File: src/rtl/activation_stream_reader.sv
// Read-side DMA: streams a (base, length) window of the activation buffer out as valid/ready
// words through a credit-guarded skid FIFO. Define ACT_READER_STRIDE_EN to add cmd_stride.
module activation_stream_reader #(
   parameter int unsigned ADDR_WIDTH   = 13,
   parameter int unsigned DATA_WIDTH   = 64,
   parameter int unsigned READ_LATENCY = 2,
   parameter int unsigned FIFO_DEPTH   = 4
) (
   input  logic                  clock,
   input  logic                  reset,
   input  logic                  cmd_start,
   input  logic [ADDR_WIDTH-1:0] cmd_base,
   input  logic [ADDR_WIDTH:0]   cmd_length,
`ifdef ACT_READER_STRIDE_EN
   input  logic [ADDR_WIDTH-1:0] cmd_stride,
`endif
   output logic                  busy,
   output logic                  done,
   output logic                  buf_read_enable,
   output logic [ADDR_WIDTH-1:0] buf_read_addr,
   input  logic [DATA_WIDTH-1:0] buf_read_data,
   output logic                  out_valid,
   input  logic                  out_ready,
   output logic [DATA_WIDTH-1:0] out_data,
   output logic                  out_last
);

   localparam int unsigned PtrW = (FIFO_DEPTH > 1) ? $clog2(FIFO_DEPTH) : 1;
   localparam int unsigned CntW = $clog2(FIFO_DEPTH + 1);
   localparam int unsigned LenW = ADDR_WIDTH + 1;

   typedef enum logic [1:0] {StIdle, StIssue, StDrain, StDone} state_e;

   state_e state_q, state_d;

   logic [ADDR_WIDTH-1:0] addr_q, addr_d;
   logic [LenW-1:0]       issued_q, issued_d;
   logic [LenW-1:0]       len_q, len_d;
   logic [CntW-1:0]       outst_q, outst_d;
   logic [CntW-1:0]       count_q, count_d;
   logic [PtrW-1:0]       wr_ptr_q, rd_ptr_q;
   logic [READ_LATENCY-1:0] vld_q, lst_q;

   logic [DATA_WIDTH-1:0] fifo_data_q [FIFO_DEPTH];
   logic                  fifo_last_q [FIFO_DEPTH];

   logic                  accept, credit, issue, issue_last, push, pop, head_last;
   logic [ADDR_WIDTH-1:0] issue_addr, start_stride, run_stride;

   assign accept    = (state_q == StIdle) && cmd_start && !reset;
   assign credit    = outst_q < CntW'(FIFO_DEPTH);
   assign push      = vld_q[READ_LATENCY-1];
   assign out_valid = (count_q != '0);
   assign pop       = out_valid && out_ready;
   assign head_last = fifo_last_q[rd_ptr_q];
   assign out_data  = out_valid ? fifo_data_q[rd_ptr_q] : '0;
   assign out_last  = out_valid && head_last;

`ifdef ACT_READER_STRIDE_EN
   logic [ADDR_WIDTH-1:0] stride_q;

   always_ff @(posedge clock) begin
      if (reset) begin
         stride_q <= '0;
      end else if (accept) begin
         stride_q <= cmd_stride;
      end
   end

   assign start_stride = cmd_stride;
   assign run_stride   = stride_q;
`else
   assign start_stride = ADDR_WIDTH'(1);
   assign run_stride   = ADDR_WIDTH'(1);
`endif

   function automatic logic [PtrW-1:0] ptr_inc(input logic [PtrW-1:0] p);
      return (p == PtrW'(FIFO_DEPTH - 1)) ? '0 : p + PtrW'(1);
   endfunction

   // The first read goes out in the accepting cycle so data is streamable READ_LATENCY+1 later.
   always_comb begin
      issue      = 1'b0;
      issue_last = 1'b0;
      issue_addr = addr_q;
      addr_d     = addr_q;
      issued_d   = issued_q;
      len_d      = len_q;
      unique case (state_q)
         StIdle: begin
            if (accept && (cmd_length != '0)) begin
               issue      = 1'b1;
               issue_last = (cmd_length == LenW'(1));
               issue_addr = cmd_base;
               addr_d     = cmd_base + start_stride;
               issued_d   = LenW'(1);
               len_d      = cmd_length;
            end
         end
         StIssue: begin
            if (credit) begin
               issue      = 1'b1;
               issue_last = (issued_q + LenW'(1) == len_q);
               addr_d     = addr_q + run_stride;
               issued_d   = issued_q + LenW'(1);
            end
         end
         default: ;
      endcase
   end

   always_ff @(posedge clock) begin
      if (reset) begin
         state_q <= StIdle;
      end else begin
         state_q <= state_d;
      end
   end

   always_comb begin
      state_d = state_q;
      unique case (state_q)
         StIdle: begin
            if (accept) begin
               if (cmd_length == '0) begin
                  state_d = StDone;
               end else if (cmd_length == LenW'(1)) begin
                  state_d = StDrain;
               end else begin
                  state_d = StIssue;
               end
            end
         end
         StIssue: if (issue && issue_last) state_d = StDrain;
         StDrain: if (pop && head_last) state_d = StDone;
         StDone:  state_d = StIdle;
         default: state_d = StIdle;
      endcase
   end

   always_comb begin
      busy            = (state_q == StIssue) || (state_q == StDrain);
      done            = (state_q == StDone);
      buf_read_enable = issue;
      buf_read_addr   = issue_addr;
   end

   // Credit counts reads in flight plus FIFO occupancy; it drops only when a word leaves.
   always_comb begin
      outst_d = outst_q + CntW'(issue) - CntW'(pop);
      count_d = count_q + CntW'(push) - CntW'(pop);
   end

   always_ff @(posedge clock) begin
      if (reset) begin
         addr_q   <= '0;
         issued_q <= '0;
         len_q    <= '0;
         outst_q  <= '0;
         count_q  <= '0;
         wr_ptr_q <= '0;
         rd_ptr_q <= '0;
         vld_q    <= '0;
         lst_q    <= '0;
      end else begin
         addr_q   <= addr_d;
         issued_q <= issued_d;
         len_q    <= len_d;
         outst_q  <= outst_d;
         count_q  <= count_d;
         if (push) wr_ptr_q <= ptr_inc(wr_ptr_q);
         if (pop)  rd_ptr_q <= ptr_inc(rd_ptr_q);
         vld_q[0] <= issue;
         lst_q[0] <= issue && issue_last;
         for (int i = 1; i < int'(READ_LATENCY); i++) begin
            vld_q[i] <= vld_q[i-1];
            lst_q[i] <= lst_q[i-1];
         end
      end
   end

   always_ff @(posedge clock) begin
      if (push) begin
         fifo_data_q[wr_ptr_q] <= buf_read_data;
         fifo_last_q[wr_ptr_q] <= lst_q[READ_LATENCY-1];
      end
   end

endmodule

File: config.mk
export PLATFORM = sky130hd
export DESIGN_NAME = activation_stream_reader
export DESIGN_NICKNAME = d
export VERILOG_FILES = /design/src/rtl/activation_stream_reader.sv
export SDC_FILE = /design/constraint.sdc
export NUM_CORES = 1
export LEC_CHECK = 0
export ABC_AREA = 1
export CAP_MARGIN = 20
export CORE_UTILIZATION = 60
export DETAILED_ROUTE_END_ITERATION = 10
export PLACE_DENSITY = 0.86
export SLEW_MARGIN = 40
export SYNTH_ARGS = -nofsm -noshare
export SYNTH_HDL_FRONTEND = slang
export SYNTH_SLANG_ARGS = --single-unit
File: constraint.sdc
create_clock -name clock -period 4.45 [get_ports clock]
set_input_delay 0.89 -clock clock [delete_from_list [all_inputs] [get_ports clock]]
set_output_delay 0.89 -clock clock [all_outputs]
set_load 0.1 [all_outputs]
==> metrics <==
result of the run finished with violations; violations in the final reports DRC; share of Yosys cell area claimed by the top area cell type 57.33%; data arrival time of the critical path 3070 ps; Mapped Avg Cell Area 10.36 um^2; area of the multi-input gates 0.004065 mm^2; kind of critical path primary input to output pin; Max Fanout on Critical Path 18; Clock Latency Late Sink 550 ps; dominant cells by area after synthesis edfxtp_1 (57%), dfxtp_1 (8.7%), nor2_1 (8.6%); DPL Wire Length 18.85 mm; post-CTS resize count 0; Cell Count Post-Placement 1718; setup bufs post-CTS 0; placer congestion estimate 0.8831; Max Clk Rate 252.5 MHz; hold-fix buffer count after cts 0; number of clock sinks 319; clock edge transition at the registers on the reported setup and hold paths 60 ps; Die Area 0.02330 mm^2; Post-synth ARST share 0%; via count of the first global-routing pass 9815; number of pins exceeding their max-slew limit in the final report 0; number of iterations in the first detailed-routing pass 9; GR Layer Usage met1 34.54%; Area Overhead vs Synth 21.82%; total vias in the final route 10113; number of standard cells after synthesis 1314; actual transition at the worst max-transition pin 849.4 ps; minimum clock period after layout 3961 ps; total CTS buffers 31; first-pass GRT wire length 49.08 mm; cell area after technology mapping 0.01362 mm^2; ratio of cells with drive above 1 in the final layout 11.96%; cell accounting for the most synthesized area edfxtp_1; global-route congestion overflow total 0; Hold Path Class flip-flop to flip-flop; hold violation total from the final report 0; global-route usage over all layers 26.60%; WL per Instance 17.67 um; Final Setup Violations 0; relative slew slack 43.37%; global-route met3 utilization 5.006%; share of the core filled with cells in the final layout 75.32%; Distinct cells, synth 44; Row Count 54; RSZ-0062 raised after global routing no; buffers from clock root to sink, at most 3; pin count of the biggest net entering global routing 77; predominant post-synthesis flop cell edfxtp_1; Initial Util 61.83%; post-route DRC violation count 11; WP data required 3560 ps; total nets after synthesis 1427; share of synthesized area occupied by flip-flops and latches 66.01%; CTS tree built; register area 0.008994 mm^2; MaxCap Viol Count 0; Worst Setup Start Kind primary input; Final #Nets 1585; commonest non-fill, non-tap cells in the layout nor2_1 (312), edfxtp_1 (260), o21ai_0 (176); root cell of the clock tree clkbuf_16; worst clock skew on the final layout 16.40 ps; number of flops mapped to enable cells by yosys 260; via-per-instance ratio 5.688; Die Ht 152.7 um; most common library cell in the layout ignoring fill and taps nor2_1; number of antenna violations at the first check in global routing 2; #FFs+latches synth 319; Power Dens Cells 744.4 mW/mm^2; Routed WL 31.41 mm; leakage power of the design 6.010 nW; endpoint class of the critical path output pin; peak-usage layer in the global routing report met2; number of nets still failing antenna checks after routing 0; Boundary Pins 177; layout filler cell count 1351; number of buffers added on ports 176; worst hold margin 399.9 ps; met2 GRT Util 45.70%; number of non-filler instances in the completed layout 1778; worst voltage drop across the vdd grid 0.4981 mV; fin crit share 89.00%; H-tree Lvls 1; Synth Warn # 0; number of DRC violations after detailed-routing iteration 0 946; core region area 0.02203 mm^2; horizontal extent of the die 152.7 um; Setup Total Neg Slack 0 ps
## metal layers
layer / wire length [um] / up-vias / part of all wire, %
met1: 12330 / 4697 / 39
met5: 17 / - / 0.054
li1: - / 4846 / -
met3: 3065 / 66 / 9.8
met2: 15350 / 502 / 49
met4: 648 / 2 / 2.1
## metrics by stage
stage | instance area [um^2] | power [mW] | setup WS [ps]
final | 16590 | 12.35 | 489.4
after global routing | 16590 | 12.80 | 329.0
after CTS | 16560 | 12.34 | 437.2
after detailed placement | 15530 | 9.750 | 527.5
after global placement | 15540 | 9.670 | 529.2
after floorplan | 13620 | 8.335 | -457.9
## final timing paths
kind | from | endpoint | slack [ps] | cells after the start
worst max register to register | state_q[0] | addr_q[12] | 1600 | 11
worst min register to register | vld_q[0] | vld_q[1] | 400 | 2
worst min-delay path | vld_q[0] | vld_q[1] | 400 | 2
worst max-delay path | cmd_length[13] | buf_read_addr[9] | 490 | 8
## Yosys cell counts (4+ instances only)
cell	number
a21oi_1	106
buf_1	15
buf_2	4
clkbuf_1	44
dfxtp_1	59
edfxtp_1	260
ha_1	16
inv_1	72
nand2_1	127
nand3_1	35
nand3_2	4
nand4_1	17
nor2_1	312
nor2_2	4
nor3_1	4
o21ai_0	182
o21ai_2	4
xnor2_1	5
xor2_1	7
## final cells by class
cell class              instances  area share (%)
clock buffers                  41           5.151
inverters                      75           1.735
repair buffers                192           11.21
clock inverters                17           1.056
well taps                     280           2.112
flip-flops and latches        319           54.21
diodes                          1         0.01508
multi-input cells             853           24.50
## logic make-up after synthesis
logic type / share of synthesized area [%]
and+or+nand+nor: 15.76
adders and majority gates: 1.764
xor gates and xnor gates: 0.7718
AOI/OAI and AO/OA: 11.52
DFF: 66.01
buffers and inverters: 4.180
## power by group
part / leakage (nW) / internal, mW / switching, mW / total (mW)
clock: 0.503 / 1.53 / 1.07 / 2.60
combinational: 2.68 / 1.31 / 4.87 / 6.19
sequential: 2.83 / 3.42 / 0.141 / 3.56
## registers in the layout, indices dropped and copies added (netlist names), 3 cells and up, named ones only
| signal | count |
|---|---|
| len_q | 14 |
| addr_q | 13 |
| outst_q | 3 |
| issued_q | 14 |
| count_q | 3 |
| fifo_last_q | 4 |
| fifo_data_q | 256 |
## critical path: stages
cell and delay, ps:
clkdlybuf4s50_1 420, or2_1 280, nor3_2 220, nand3_1 100, nand2_1 90, clkinv_1 360, o21ai_0 480, buf_12 230
Note: power is estimated with default switching activity, not from simulation.
